`src/rtl/calc_pkg.sv`:
```
// Shared constants for the calculator display controller: FSM encoding, segment
// patterns and slot geometry.
package calc_pkg;

  localparam logic [1:0] IDLE   = 2'd0;
  localparam logic [1:0] CONV   = 2'd1;
  localparam logic [1:0] COMMIT = 2'd2;

  localparam int unsigned NDIG = 4;

  localparam logic [3:0] BLANK   = 4'hF;
  localparam logic [6:0] SEG_NEG = 7'b011_1111;
  localparam logic [6:0] SEG_OFF = 7'b111_1111;

endpackage

```
`src/rtl/calc_display_ctrl_if.sv`:
```
// Result-load handshake plus the anode/cathode pin bus of the display controller.
interface calc_display_ctrl_if #(
  parameter int unsigned WIDTH = 11
);

  logic [WIDTH-1:0] value;
  logic             load;
  logic             busy;
  logic [3:0]       anode;
  logic [6:0]       seven_seg;

  modport master (output value, load, input busy, anode, seven_seg);
  modport slave  (input value, load, output busy, anode, seven_seg);

endinterface

```
`src/rtl/display.sv`:
```
// Seven-segment digit decoder, active-low {g,f,e,d,c,b,a}; non-decimal codes blank.
module display
  import calc_pkg::*;
(
  input  logic [3:0] code_i,
  output logic [6:0] seg_o
);

  always_comb begin
    seg_o = SEG_OFF;
    case (code_i)
      4'd0:    seg_o = 7'b100_0000;
      4'd1:    seg_o = 7'b111_1001;
      4'd2:    seg_o = 7'b010_0100;
      4'd3:    seg_o = 7'b011_0000;
      4'd4:    seg_o = 7'b001_1001;
      4'd5:    seg_o = 7'b001_0010;
      4'd6:    seg_o = 7'b000_0010;
      4'd7:    seg_o = 7'b111_1000;
      4'd8:    seg_o = 7'b000_0000;
      4'd9:    seg_o = 7'b001_0000;
      default: seg_o = SEG_OFF;
    endcase
  end

endmodule

```
`src/rtl/calc_display_ctrl.sv`:
```
// Signed result to 4-digit multiplexed seven-segment display: double-dabble BCD
// conversion, leading-zero blanking, minus placement and continuous digit scan.
module calc_display_ctrl
  import calc_pkg::*;
#(
  parameter int unsigned WIDTH       = 11,
  parameter int unsigned REFRESH_DIV = 100000
) (
  input logic               clk,
  input logic               rst,
  calc_display_ctrl_if.slave bus
);

  localparam int unsigned     RefW    = (REFRESH_DIV > 1) ? $clog2(REFRESH_DIV) : 1;
  localparam logic [RefW-1:0] RefLast = RefW'(REFRESH_DIV - 1);

  logic [1:0]            state_q, state_d;
  logic                  sign_q, sign_d;
  logic [WIDTH-1:0]      mag_q, mag_d;
  logic [15:0]           bcd_q, bcd_d;
  logic [3:0]            cnt_q, cnt_d;
  logic [NDIG-1:0][3:0]  code_q, code_d;
  logic [NDIG-1:0]       neg_q, neg_d;
  logic [RefW-1:0]       ref_q, ref_d;
  logic [1:0]            idx_q, idx_d;
  logic [3:0]            anode_q, anode_d;
  logic [6:0]            seg_q, seg_d;
  logic [6:0]            dec_seg;
  logic [15:0]           bcd_adj;
  logic [1:0]            msd;

  always_comb begin
    bcd_adj = bcd_q;
    for (int i = 0; i < NDIG; i++) begin
      if (bcd_q[i*4 +: 4] >= 4'd5) bcd_adj[i*4 +: 4] = bcd_q[i*4 +: 4] + 4'd3;
    end
    // Slot 0 is never blanked, so msd stays 0 for an all-zero result.
    msd = 2'd0;
    for (int i = 1; i < NDIG; i++) begin
      if (bcd_q[i*4 +: 4] != 4'd0) msd = 2'(i);
    end
  end

  always_comb begin
    state_d = state_q;
    sign_d  = sign_q;
    mag_d   = mag_q;
    bcd_d   = bcd_q;
    cnt_d   = cnt_q;
    code_d  = code_q;
    neg_d   = neg_q;
    case (state_q)
      IDLE: begin
        if (bus.load) begin
          sign_d  = bus.value[WIDTH-1];
          mag_d   = bus.value[WIDTH-1] ? (~bus.value + 1'b1) : bus.value;
          bcd_d   = '0;
          cnt_d   = 4'(WIDTH);
          state_d = CONV;
        end
      end
      CONV: begin
        bcd_d = {bcd_adj[14:0], mag_q[WIDTH-1]};
        mag_d = mag_q << 1;
        cnt_d = cnt_q - 4'd1;
        if (cnt_q == 4'd1) state_d = COMMIT;
      end
      COMMIT: begin
        for (int i = 0; i < NDIG; i++) begin
          code_d[i] = (i > int'(msd)) ? BLANK : bcd_q[i*4 +: 4];
          neg_d[i]  = 1'b0;
        end
        if (sign_q) begin
          // A non-zero thousands digit cannot fit beside a minus: show overflow.
          if (bcd_q[15:12] != 4'd0) neg_d = '1;
          else                      neg_d[msd + 2'd1] = 1'b1;
        end
        state_d = IDLE;
      end
      default: state_d = IDLE;
    endcase
  end

  display u_display (
    .code_i (code_q[idx_q]),
    .seg_o  (dec_seg)
  );

  always_comb begin
    ref_d   = (ref_q == RefLast) ? '0 : ref_q + 1'b1;
    idx_d   = (ref_q == RefLast) ? idx_q + 2'd1 : idx_q;
    anode_d = ~(4'b0001 << idx_q);
    seg_d   = neg_q[idx_q] ? SEG_NEG : dec_seg;
  end

  always_ff @(posedge clk) begin
    if (rst) begin
      state_q <= IDLE;
      sign_q  <= 1'b0;
      mag_q   <= '0;
      bcd_q   <= '0;
      cnt_q   <= '0;
      code_q  <= {NDIG{BLANK}};
      neg_q   <= '0;
      ref_q   <= '0;
      idx_q   <= '0;
      anode_q <= 4'b1111;
      seg_q   <= SEG_OFF;
    end else begin
      state_q <= state_d;
      sign_q  <= sign_d;
      mag_q   <= mag_d;
      bcd_q   <= bcd_d;
      cnt_q   <= cnt_d;
      code_q  <= code_d;
      neg_q   <= neg_d;
      ref_q   <= ref_d;
      idx_q   <= idx_d;
      anode_q <= anode_d;
      seg_q   <= seg_d;
    end
  end

  assign bus.busy      = (state_q != IDLE);
  assign bus.anode     = anode_q;
  assign bus.seven_seg = seg_q;

endmodule

```
`src/flat_wrapper.sv`:
```
// flat-port wrapper written by rule: the top's interface ports become plain ports
module calc_display_ctrl_flat import calc_pkg::*;
#(
  parameter int unsigned WIDTH       = 11,
  parameter int unsigned REFRESH_DIV = 100000
)
  (clk, rst, bus_value, bus_load, bus_busy, bus_anode, bus_seven_seg);
  calc_display_ctrl_if #(.WIDTH(WIDTH)) bus_i ();
  input logic clk;
  input logic rst;
  input wire logic [$bits(bus_i.value)-1:0] bus_value;
  input wire logic [$bits(bus_i.load)-1:0] bus_load;
  output wire logic [$bits(bus_i.busy)-1:0] bus_busy;
  output wire logic [$bits(bus_i.anode)-1:0] bus_anode;
  output wire logic [$bits(bus_i.seven_seg)-1:0] bus_seven_seg;
  assign bus_i.value = bus_value;
  assign bus_i.load = bus_load;
  assign bus_busy = bus_i.busy;
  assign bus_anode = bus_i.anode;
  assign bus_seven_seg = bus_i.seven_seg;
  calc_display_ctrl #(.WIDTH(WIDTH), .REFRESH_DIV(REFRESH_DIV)) u_core (.clk(clk), .rst(rst), .bus(bus_i));
endmodule
```
`config.mk`:
```
export PLATFORM = sky130hd
export DESIGN_NAME = calc_display_ctrl_flat
export DESIGN_NICKNAME = d
export VERILOG_FILES = /design/src/rtl/calc_pkg.sv /design/src/rtl/calc_display_ctrl_if.sv /design/src/rtl/display.sv /design/src/rtl/calc_display_ctrl.sv /design/src/flat_wrapper.sv
export SDC_FILE = /design/constraint.sdc
export NUM_CORES = 1
export LEC_CHECK = 0
export CAP_MARGIN = 0
export CORE_MARGIN = 1.5
export CORE_UTILIZATION = 50
export DETAILED_ROUTE_END_ITERATION = 8
export PLACE_DENSITY_LB_ADDON = 0.1
export SETUP_SLACK_MARGIN = 0.1
export SYNTH_ARGS = -nofsm -noshare
export SYNTH_HDL_FRONTEND = slang
export SYNTH_SLANG_ARGS = --single-unit
```
`constraint.sdc`:
```
create_clock -name clk -period 2.62 [get_ports clk]
set_input_delay 0.393 -clock clk [delete_from_list [all_inputs] [get_ports clk]]
set_output_delay 0.393 -clock clk [all_outputs]
set_load 0.02 [all_outputs]
```
Yosys cells after proc, flatten, opt, wreduce, memory -nomap -nowiden. Memory sizes are Yosys's and may differ from the RTL's. Index checks and enable logic that the tools add are counted. Widths: inputs -> output; s select.

Output and inout bits: 12. Input bits: 14. Bits in registers: 84. ROM bits: 112. Memories kept: 1.

$add $sub $neg: 9. Bitwise gates (word level): 2. Shifts and indexed selects: 1. Eq/ne operators: 6. Multiplexer cells: 29. Reduce and logical (&&, ||, !) cells: 12. Order comparisons: 10.

Memories: (no name shown) (depth 16, bits a word 7, read ports 1, clocked after memory_dff 0, wr ports 0, RTL line display.sv:11) `case (code_i)`.

Operator list (number): $mux 4 (10); $pmux 16 s2 (1); $mux 11 (2); $pmux 11 s2 (1); $add 17x1->17 const B (1); $eq 17x17->1 const B (1); $ge 4x3->1 const B (4); $mux 16 (1); $add 4x2->4 const B (3); $reduce_bool 4->1 (3); $add 11x1->11 const B (1); $not 11->11 (1); $bmux 4 s2 (1); $mux 2 (4); $pmux 4 s2 (1); $mux 7 (1); $lt 2x3->1 const B (2); $reduce_and 2->1 (3); $add 2x1->2 const B (2); $eq 4x1->1 const B (1); $gt 2x2->1 const A (2); $not 4->4 (1); $pmux 2 s2 (1); $reduce_bool 2->1 (2); 16 further kinds (19).

Longest topological paths before layout.
Depth after elaboration: 11. Depth in mapped cells: 8. Gate-level depth less buffers: 7.

Hierarchy. From an unflattened synthesis, not the netlist that was laid out.

Cell total of the unflattened synthesis: 433. Area, all modules: 4001.3 um^2.

By module, submodules not included: calc_display_ctrl (instances 1, area each 3801.1 um^2, cells each 402, seq. area each 1681.6 um^2); display (instances 1, area each 200.2 um^2, cells each 31, seq. area each 0.0 um^2).

Worst setup path after synthesis. No wires, ideal clock.

Path kind: register to register. From: reg u_core.idx_q[0]. To: reg u_core.seg_q[4] (netlist: u_core.bus.seven_seg[4]). Path buffers: 1. Arrival: 1705 ps. Path slack: 792 ps. Library setup time: 123 ps. Required time: 2497 ps. Stages on the path, launching flop included: 8. Period minus slack after synthesis: 1828 ps. Cells stage by stage: dfxtp_1 buf_6 mux4_1 inv_1 ha_1 nor2_1 a211oi_1 o21ai_0.

Word-level cells in the longest chain between the ends: 3. Elaborated cells between the ends (all ways): 6. Classes of those cells: mux: 4; reduce/logical: 1; memory: 1.

RTL lines: start: declaration (RTL line calc_display_ctrl.sv:25) `logic [1:0] idx_q, idx_d;`; start signal: assignment (RTL line calc_display_ctrl.sv:118) `idx_q <= idx_d;`; $bmux 4 s2 or $bmux 1 s2 (tied branches) (RTL line calc_display_ctrl.sv:85, calc_display_ctrl.sv:93); $mux 4 (implied by the code) or $mux 1 (tied branches) (RTL line calc_display_ctrl.sv:85, calc_display_ctrl.sv:93); $mem_v2 16x7 or $reduce_or 2->1 (tied branches); end signal: assignment (RTL line calc_display_ctrl.sv:120) `seg_q <= seg_d;`; end: declaration (RTL line calc_display_ctrl.sv:27) `logic [6:0] seg_q, seg_d;`.

Parallel ways exist; a longest one is shown, timed or not. The select of a mux whose other input is x is not followed. A chain may end at the register's enable or synchronous reset.

Worst setup path in the final report. Ends and elaborated chain as after synthesis.

==> results.json <==
{
  "synth_nets": 495,
  "setup_viol": 0,
  "die_w_um": 92.5,
  "rsz0062_at_grt": "false",
  "synth_xor_area_share_pct": 7.22,
  "powerDensity_nw_per_um2": 554,
  "layout_worst_path_cycle_share_pct": 75.3,
  "period_minus_slack_ns": 1.97,
  "grt-ovfl-total": 0,
  "antenna_found_initial": 0,
  "dpl_worst_slack_ns": 0.485,
  "maxSlewViolCount": 0,
  "ys_ff_latch": 84,
  "netlist_instances": 459,
  "slew_headroom_pct": 58.3,
  "ir_drop_v": 0.000223,
  "postRouteAntennaNets": 0,
  "hold_class": "reg2reg",
  "final_cell_mix": "dfxtp_1 (84), nand2_1 (49), nor2_1 (46)",
  "h-tree-depth": 3,
  "initial_core_util_pct": 51.8,
  "port-buffer-count": 25,
  "clk_latency_ns": 0.35,
  "synth_area_sq_um": 4000,
  "gp_congestion": 0.791,
  "post_drt_wl_per_cell_um": 13.2,
  "cts_setup_buffers": 0,
  "cts_tree": "yes",
  "cts_resized": 0,
  "synth_enable_flop_cells": 0,
  "clk_pin_slew_ns": 0.09,
  "finalCoreUtilization_pct": 58.9,
  "crit_arrival_ns": 2.20,
  "tightest_slew_ns": 0.626,
  "synthArstFlopShare_pct": 0,
  "placedCellCount": 571,
  "cts_buffer_depth": 2,
  "status": "finished, final reports clean",
  "synth_cell_types": 53,
  "cp-start-kind": "flip-flop",
  "setup_slack_ns": 0.648,
  "dpl_cell_area_sq_um": 4340,
  "grt_pass1_vias": 2930,
  "cp-end-kind": "flip-flop",
  "die-area_sq_um": 8550,
  "final_cells": 587,
  "fin_tns_setup_ns": 0,
  "synth_simple_gate_area_share_pct": 20.2,
  "grt_pass1_wl_um": 13700,
  "leakagePower_nw": 1.74,
  "die_y_um": 92.5,
  "clock_skew_ns": 0.0144,
  "final_hold_viol_count": 0,
  "synth_top_family_by_area": "simple AND/OR/NAND/NOR gates",
  "drive_gt1_share_pct": 7.84,
  "cts_sinks": 84,
  "io_pins": 26,
  "insertedDiodeCount": 0,
  "crit_fanout": 5,
  "num_rows": 32,
  "cts_inserted_buffers": 9,
  "synth_mux_area_share_pct": 4.22,
  "synth_warnings": 0,
  "num_vias": 3172,
  "grt_usage_pct": 20.0,
  "cts_root_buffer": "clkbuf_8",
  "drtIter0Drc": 127,
  "avgSynthCellArea_sq_um": 8.72,
  "synth_compound_area_share_pct": 14.9,
  "yosys.area_share.adder_pct": 6.88,
  "layout.cells.most_common": "dfxtp_1",
  "viasPerCell": 5.40,
  "critPathRequiredTime_ns": 2.85,
  "ys.flop_type": "dfxtp_1",
  "layout.nets": 516,
  "firstDrtPassIters": 4,
  "whs_ns": 0.459,
  "timing.fmax_mhz": 507,
  "hold_buffers": 0,
  "drcViolationCount": 0,
  "grt_max_degree": 34,
  "drv_cap": 0,
  "core_area_sq_um": 7730,
  "seq_area_frac_synth_pct": 42.0,
  "crit_type": "reg2reg",
  "power_mw": 2.52,
  "finish.instance_area_sq_um": 4550,
  "dpl.hpwl_um": 5460,
  "wl_um": 7740,
  "syn_to_final_growth_pct": 13.7
}
==> registers in the layout, indices dropped and copies added, names as in the netlist <==
signal	cells
u_core.neg_q	4
u_core.mag_q	11
u_core.idx_q	2
u_core.ref_q	17
u_core.code_q	16
u_core.bus.anode	4
u_core.bcd_q	16
u_core.cnt_q	4
u_core.state_q	2
u_core.bus.seven_seg	7
u_core.sign_q	1
==> power breakdown <==
part | leakage (nW) | internal [mW] | switching, mW | total [mW]
Combinational | 0.954 | 0.0888 | 0.133 | 0.222
Clock | 0.106 | 0.494 | 0.470 | 0.964
Sequential | 0.682 | 1.31 | 0.0239 | 1.33
Total | 1.74 | 1.89 | 0.627 | 2.52
==> worst max-delay path, cell delays in order, from the launching register on <==
cell	delay [ns]
dfxtp_1	0.47
mux4_1	0.69
inv_1	0.14
ha_1	0.17
nor2_1	0.05
a211oi_1	0.24
o21ai_0	0.10
==> cells by family (layout without fill, tap and decap cells) <==
| logic type | count (synthesis) | count (layout) |
|---|---|---|
| flip-flops | 84 | 84 |
| XOR/XNOR | 33 | 33 |
| buffers and inverters | 44 | 70 |
| AND/OR/NAND/NOR | 171 | 171 |
| adder cells (fa/ha/maj) | 22 | 22 |
| AO/OA/AOI/OAI | 94 | 94 |
| multiplexers | 11 | 11 |
==> cell type report <==
type / count / area [sq um]
Clock inverter: 5 / 60.1
Fill cell: 712 / 3180
Timing Repair Buffer: 33 / 310
Tap cell: 102 / 128
Multi-Input combinational cell: 331 / 2140
Clock buffer: 11 / 151
Sequential cell: 84 / 1680
Inverter: 21 / 78.8
==> final timing paths <==
check	startpoint	end	slack (ns)	cells past startpoint
setup / recovery	u_core.idx_q[0]	u_core.bus.seven_seg[4]	0.65	6
hold / removal	u_core.neg_q[1]	u_core.neg_q[1]	0.46	2
setup reg to reg	u_core.idx_q[0]	u_core.bus.seven_seg[4]	0.65	6
hold reg to reg	u_core.neg_q[1]	u_core.neg_q[1]	0.46	2
==> cell usage after synthesis (4+ instances only) <==
library cell | n | area share [%]
ha_1 | 22 | 6.9
nand2_1 | 49 | 4.6
nor2b_1 | 4 | 0.63
nor2_1 | 46 | 4.3
xor2_1 | 19 | 4.2
mux2i_1 | 6 | 1.5
nand3_1 | 28 | 3.5
o22ai_1 | 9 | 1.4
a21oi_1 | 25 | 3.1
xnor2_1 | 14 | 3.1
nor3_1 | 12 | 1.5
dfxtp_1 | 84 | 42
o211ai_1 | 4 | 0.75
and3_1 | 4 | 0.63
a22oi_1 | 11 | 2.1
o21ai_0 | 23 | 2.9
inv_1 | 21 | 2.0
clkbuf_1 | 15 | 1.4
nand2b_1 | 7 | 1.1
and2_1 | 4 | 0.63
buf_2 | 6 | 0.75
==> routing by layer <==
layer	share of wire [%]	global-route usage, %	up-vias	wire length (um)
li1	-	-	1637	-
met1	48	26.9	1468	3750
met2	47	32.0	58	3600
met3	3.8	3.45	9	292
met4	1.3	7.82	0	98
met5	0	0	-	0
(Power assumes the default switching activity.)
